`config.mk`:
```
export PLATFORM = sky130hd
export DESIGN_NAME = hazard_ctrl
export DESIGN_NICKNAME = d
export VERILOG_FILES = /design/src/rtl/hazard_ctrl.sv
export SDC_FILE = /design/constraint.sdc
export NUM_CORES = 1
export LEC_CHECK = 0
export BUFFER_PORTS_ARGS = -buffer_cell sky130_fd_sc_hd__buf_2
export CAP_MARGIN = 30
export CORE_ASPECT_RATIO = 1.1
export CORE_UTILIZATION = 45
export CTS_BUF_LIST = sky130_fd_sc_hd__clkbuf_8
export CTS_CLUSTER_SIZE = 28
export DETAILED_ROUTE_END_ITERATION = 7
export MAX_ROUTING_LAYER = met4
export PLACE_DENSITY_LB_ADDON = 0.05
export SYNTH_ARGS = -nofsm -noshare
export SYNTH_HDL_FRONTEND = slang
export SYNTH_SLANG_ARGS = --single-unit
```
`constraint.sdc`:
```
create_clock -name clk -period 2.19 [get_ports clk]
set_clock_uncertainty 0.1 [all_clocks]
set_input_delay 0.219 -clock clk [delete_from_list [all_inputs] [get_ports clk]]
set_output_delay 0.219 -clock clk [all_outputs]
set_load 0.05 [all_outputs]
```
`src/rtl/hazard_ctrl.sv`:
```
// Decode-side interlock: RAW stall/bubble, branch squash, mem-wait freeze, halt drain.
// Outputs are combinational from registered state + current inputs; state updates on the rising edge.
module hazard_ctrl #(
  parameter int CNT_W = 16
) (
  input  logic             clk,
  input  logic             rst,
  input  logic             id_valid,
  input  logic [2:0]       id_rs_sel,
  input  logic             id_rs_used,
  input  logic [2:0]       id_rt_sel,
  input  logic             id_rt_used,
  input  logic             id_wr_en,
  input  logic [2:0]       id_wr_sel,
  input  logic             id_halt,
  input  logic             ex_br_taken,
  input  logic             mem_busy,
  output logic             stall_fd,
  output logic             bubble_de,
  output logic             flush_fd,
  output logic             freeze,
  output logic             halted,
  output logic [CNT_W-1:0] stall_cnt
);

  typedef enum logic [1:0] {RUN, MEM_WAIT, DRAIN, HALTED} state_t;

  typedef struct packed {
    logic       v;
    logic [2:0] sel;
    logic       halt;
  } sb_t;

  // WB is the last stage, so its halt flag is never consulted.
  typedef struct packed {
    logic       v;
    logic [2:0] sel;
  } wb_t;

  state_t           state_q, state_d;
  sb_t              ex_q, ex_d, mem_q, mem_d;
  wb_t              wb_q, wb_d;
  logic [CNT_W-1:0] cnt_q, cnt_d;

  logic rs_hit, rt_hit, hazard;
  logic is_drain, is_halted, frozen;
  logic can_issue, issue_wr, issue_halt;

  always_comb begin
    rs_hit = (ex_q.v  && (ex_q.sel  == id_rs_sel)) ||
             (mem_q.v && (mem_q.sel == id_rs_sel)) ||
             (wb_q.v  && (wb_q.sel  == id_rs_sel));
    rt_hit = (ex_q.v  && (ex_q.sel  == id_rt_sel)) ||
             (mem_q.v && (mem_q.sel == id_rt_sel)) ||
             (wb_q.v  && (wb_q.sel  == id_rt_sel));
    hazard = id_valid && ((id_rs_used && rs_hit) || (id_rt_used && rt_hit));

    is_drain  = (state_q == DRAIN);
    is_halted = (state_q == HALTED);
    frozen    = mem_busy || is_halted;

    // Once a halt is in flight nothing younger may enter the scoreboard.
    can_issue  = !is_drain && !hazard && !ex_br_taken;
    issue_wr   = id_valid && id_wr_en && can_issue;
    issue_halt = id_valid && id_halt && can_issue;
  end

  always_comb begin
    stall_fd  = 1'b0;
    bubble_de = 1'b0;
    flush_fd  = 1'b0;
    freeze    = 1'b0;
    halted    = 1'b0;
    if (!rst) begin
      if (frozen) begin
        freeze   = 1'b1;
        stall_fd = is_halted;
        halted   = is_halted;
      end else if (is_drain) begin
        stall_fd  = 1'b1;
        bubble_de = 1'b1;
        flush_fd  = ex_br_taken;
      end else begin
        stall_fd  = hazard && !ex_br_taken;
        bubble_de = hazard || ex_br_taken;
        flush_fd  = ex_br_taken;
      end
    end
  end

  always_comb begin
    if (frozen) begin
      ex_d  = ex_q;
      mem_d = mem_q;
      wb_d  = wb_q;
    end else begin
      ex_d  = '{v: issue_wr, sel: id_wr_sel, halt: issue_halt};
      mem_d = ex_q;
      wb_d  = '{v: mem_q.v, sel: mem_q.sel};
    end

    cnt_d = cnt_q;
    if ((stall_fd || freeze) && (cnt_q != {CNT_W{1'b1}})) begin
      cnt_d = cnt_q + CNT_W'(1);
    end

    state_d = state_q;
    case (state_q)
      RUN: begin
        if (mem_busy) begin
          state_d = MEM_WAIT;
        end else if (issue_halt) begin
          state_d = DRAIN;
        end
      end
      MEM_WAIT: begin
        if (!mem_busy) begin
          state_d = issue_halt ? DRAIN : RUN;
        end
      end
      DRAIN: begin
        // Halt is about to move into WB: core is stopped from the next cycle.
        if (!mem_busy && mem_q.halt) begin
          state_d = HALTED;
        end
      end
      HALTED:  state_d = HALTED;
      default: state_d = RUN;
    endcase
  end

  always_ff @(posedge clk) begin
    if (rst) begin
      state_q <= RUN;
      ex_q    <= '0;
      mem_q   <= '0;
      wb_q    <= '0;
      cnt_q   <= '0;
    end else begin
      state_q <= state_d;
      ex_q    <= ex_d;
      mem_q   <= mem_d;
      wb_q    <= wb_d;
      cnt_q   <= cnt_d;
    end
  end

  assign stall_cnt = cnt_q;

endmodule

```
==> impl_metrics.tcl <==
set metrics [dict create \
    timing.rr.start "mem_q[1]" \
    synth_top_cell_by_area "dfxtp_1" \
    grt_overflow 0 \
    layout_min_cycle_time_ns 2.18 \
    fp.dieH_um 65.6 \
    synth_flop_cell "dfxtp_1" \
    place.gp.congestion 0.823 \
    final-setup-viol-count 0 \
    max-vdd-ir-drop_mv 0.301 \
    core-area_um2 3410 \
    reg2reg_slack_ns 0.02 \
    routedWlPerCell_um 14.7 \
    grt_pass1_vias 1484 \
    netlist_top_cells_area "dfxtp_1 39%, xnor2_1 9.5%, a22o_1 6.3%, o31ai_1 3.6%, a21oi_1 3.3%" \
    fin_cells 282 \
    endpoint_kind "output pin" \
    synth_async_sr_flop_share_pct 0 \
    htreeDepth 2 \
    crit_path_top_delay_cell "dfxtp_2" \
    cp_top_family "compound AO/OA/AOI/OAI gates" \
    clk_pin_slew_ns 0.06 \
    clock-sinks 32 \
    drc 0 \
    min_to "ex_q[2]" \
    routed_wirelength_mm 4.15 \
    synth_edf_count 0 \
    io_pins 39 \
    crit_path_start_kind "flop" \
    drt_iter0_drc 142 \
    clock-root-buffer "clkbuf_8" \
    n_antenna_cell 0 \
    final-max-slew-violation-count 0 \
    syn_area_um2 1660 \
    worst-path-stages 7 \
    viasPerCell 5.69 \
    min_path_cells 2 \
    synthDistinctLibCells 38 \
    synthTopCellsByCount "32 x dfxtp_1, 18 x xnor2_1, 12 x a22o_1, 11 x a21oi_1" \
    yosysSeqAreaShare_pct 38.7 \
    pre_cts_slack_ns -0.0676 \
    p_leak_nw 0.888 \
    grt_first_pass_wirelength_mm 6.69 \
    start_util_pct 48.5 \
    clkPwrFrac_pct 39.0 \
    grt_start_max_net_pins 30 \
    die-area_um2 3930 \
    dr.max_layer_used "met4" \
    power_frac_seq_pct 47.5 \
    drive_gt1_share_pct 38.5 \
    crit_fanout 3 \
    internal-power_mw 0.951 \
    max_freq_mhz 459 \
    synth_top_area_share_pct 38.7 \
    r2r_end "stall_cnt[14]" \
    postCtsHoldBufs 0 \
    worstMarginPinSlew_ns 0.487 \
    fin_crit_sh_pct 99.5 \
    yosysMostFrequentCell "dfxtp_1" \
    total_power_mw 1.28 \
    clk_path_buf_depth 2 \
    crit_chain "xnor2_2 > nand4_1 > a311oi_2 > buf_4 > a211oi_1 > a211oi_2 > buf_6" \
    rows 22 \
    hp-class "input port to flop" \
    placed_area_um2 2000 \
    syn-num-nets 201 \
    max_cap_violations 0 \
    status "finished, final reports clean" \
    worst_r2r_path_depth 7 \
    arrival_ns 1.86 \
    antenna_found_initial 0 \
    fin_area_um2 2180 \
    netSwitchingFraction_pct 25.7 \
    wl_met2_mm 2.11 \
    syn_area_per_cell_um2 9.10 \
    finalWorstSetupSlack_ns 0.0113 \
    hold_start "id_wr_sel[1]" \
    slew_headroom_pct 67.5 \
    worstPathBufferInverterCount 2 \
    switchingPower_mw 0.329 \
    area_growth_pct 31.8 \
    combPwrFrac_pct 13.5 \
    ant_nets 0 \
    tritoncts "yes" \
    dp_hpwl_mm 2.94 \
    synth_warnings 0 \
    cts_buffers 5 \
    grt_setup_unrepaired "true" \
    worstSetupPathType "flop to output pin" \
    power_density_nw_per_um2 587 \
    syn_inst 182 \
    worstPathRequired_ns 1.87 \
    dr_wl_met3_um 155 \
    critPathMaxStageDelay_ns 0.34 \
    dp_cells 274 \
    fin_setup_tns_ns 0 \
    vias 1605 \
    portBuffers 38 \
    grt_use_total_pct 23.6 \
    synth_seq_cells 32 \
    die_x_um 59.9 \
    drt-met1-wl_mm 1.79 \
    first_pass_iters 4 \
    nets 253 \
    clkLatencyLatePin_ns 0.28 \
    final-hold-violation-count 0 \
]
-- power by group through the flow --
| stage | Sequential, mW | Combinational [mW] | Clock (mW) |
|---|---|---|---|
| floorplan | 0.624 | 0.0918 | 0 |
| global placement | 0.618 | 0.153 | 0 |
| detailed placement | 0.619 | 0.159 | 0 |
| CTS | 0.608 | 0.163 | 0.512 |
| global route | 0.610 | 0.188 | 0.539 |
| finish | 0.608 | 0.173 | 0.499 |
-- through the flow --
stage / hold slack, ns / utilization [%]
after floorplan: 0.252 / -
after global placement: 0.337 / 58.3
after detailed placement: 0.337 / 58.6
after CTS: 0.0374 / 62.3
after global routing: 0.0434 / 64.0
final: 0.0472 / 64.0
-- how the worst max path moves through the flow --
stage                            start       endpoint
after CTS                      ex_q[2]       stall_fd
after global routing           ex_q[1]       stall_fd
final                         mem_q[1]       stall_fd
after global placement    id_rt_sel[0]  stall_cnt[13]
after floorplan             state_q[1]      bubble_de
after detailed placement  id_rt_sel[1]  stall_cnt[13]
-- sequential cells by signal, indices dropped and copies added, names as in the netlist --
name       flops
stall_cnt     16
wb_q           4
state_q        2
ex_q           5
mem_q          5
-- cell usage in the layout, fill, tap and decap left out, types with 2 or more instances in the layout --
cell	count
buf_4	19
o21ai_0	2
nand2b_1	2
a211oi_2	2
dfxtp_1	21
nand2_1	9
clkbuf_8	7
o41ai_1	5
dfxtp_2	10
or4_1	7
nor2b_1	2
o31ai_1	8
xnor2_1	12
nor2_1	7
a21oi_1	11
and4_1	3
nand4_1	7
xnor2_2	6
and3_1	6
a32o_1	2
a22o_1	12
buf_6	2
o311ai_0	5
inv_1	5
buf_2	37
nand3_1	9
-- logic make-up after synthesis --
family / after synthesis / share of synthesized area, %
flops: 32 / 38.7
simple gates: 58 / 20.2
mux: 1 / 0.680
buf+inv: 18 / 4.83
fa+ha+maj: 1 / 0.755
xor+xnor: 18 / 9.52
compound gates: 54 / 25.4
-- layer usage --
layer,global-route usage (%),vias up
met2,38.6,37
met3,5.31,8
li1,-,803
met5,-,-
met1,26.8,757
met4,11.3,0
-- repair_timing --
item / CTS / global route
hold endpoints to repair: 0 / 0
gates resized for setup: 11 / 10
gates cloned: 0 / 1
setup endpoints to repair: 10 / 18
pin swaps: 6 / 3
setup buffers: 0 / 0
-- worst register-to-register path, delay by kind of cell, from the launching register on --
kind / cells / cell delay [ns]
AOI/OAI and AO/OA: 2 / 0.46
buffers and inverters: 1 / 0.18
xor gates and xnor gates: 1 / 0.15
DFF: 1 / 0.34
and+or+nand+nor: 3 / 0.83
-- cell type report --
type	count	area, um^2
multi-input combinational	132	1000
tap	48	60.1
clock buffer	7	96.3
fill	316	1230
timing repair buffer	58	350
sequential	32	657
inverter	5	18.8
Note: power is estimated with default switching activity, not from simulation.
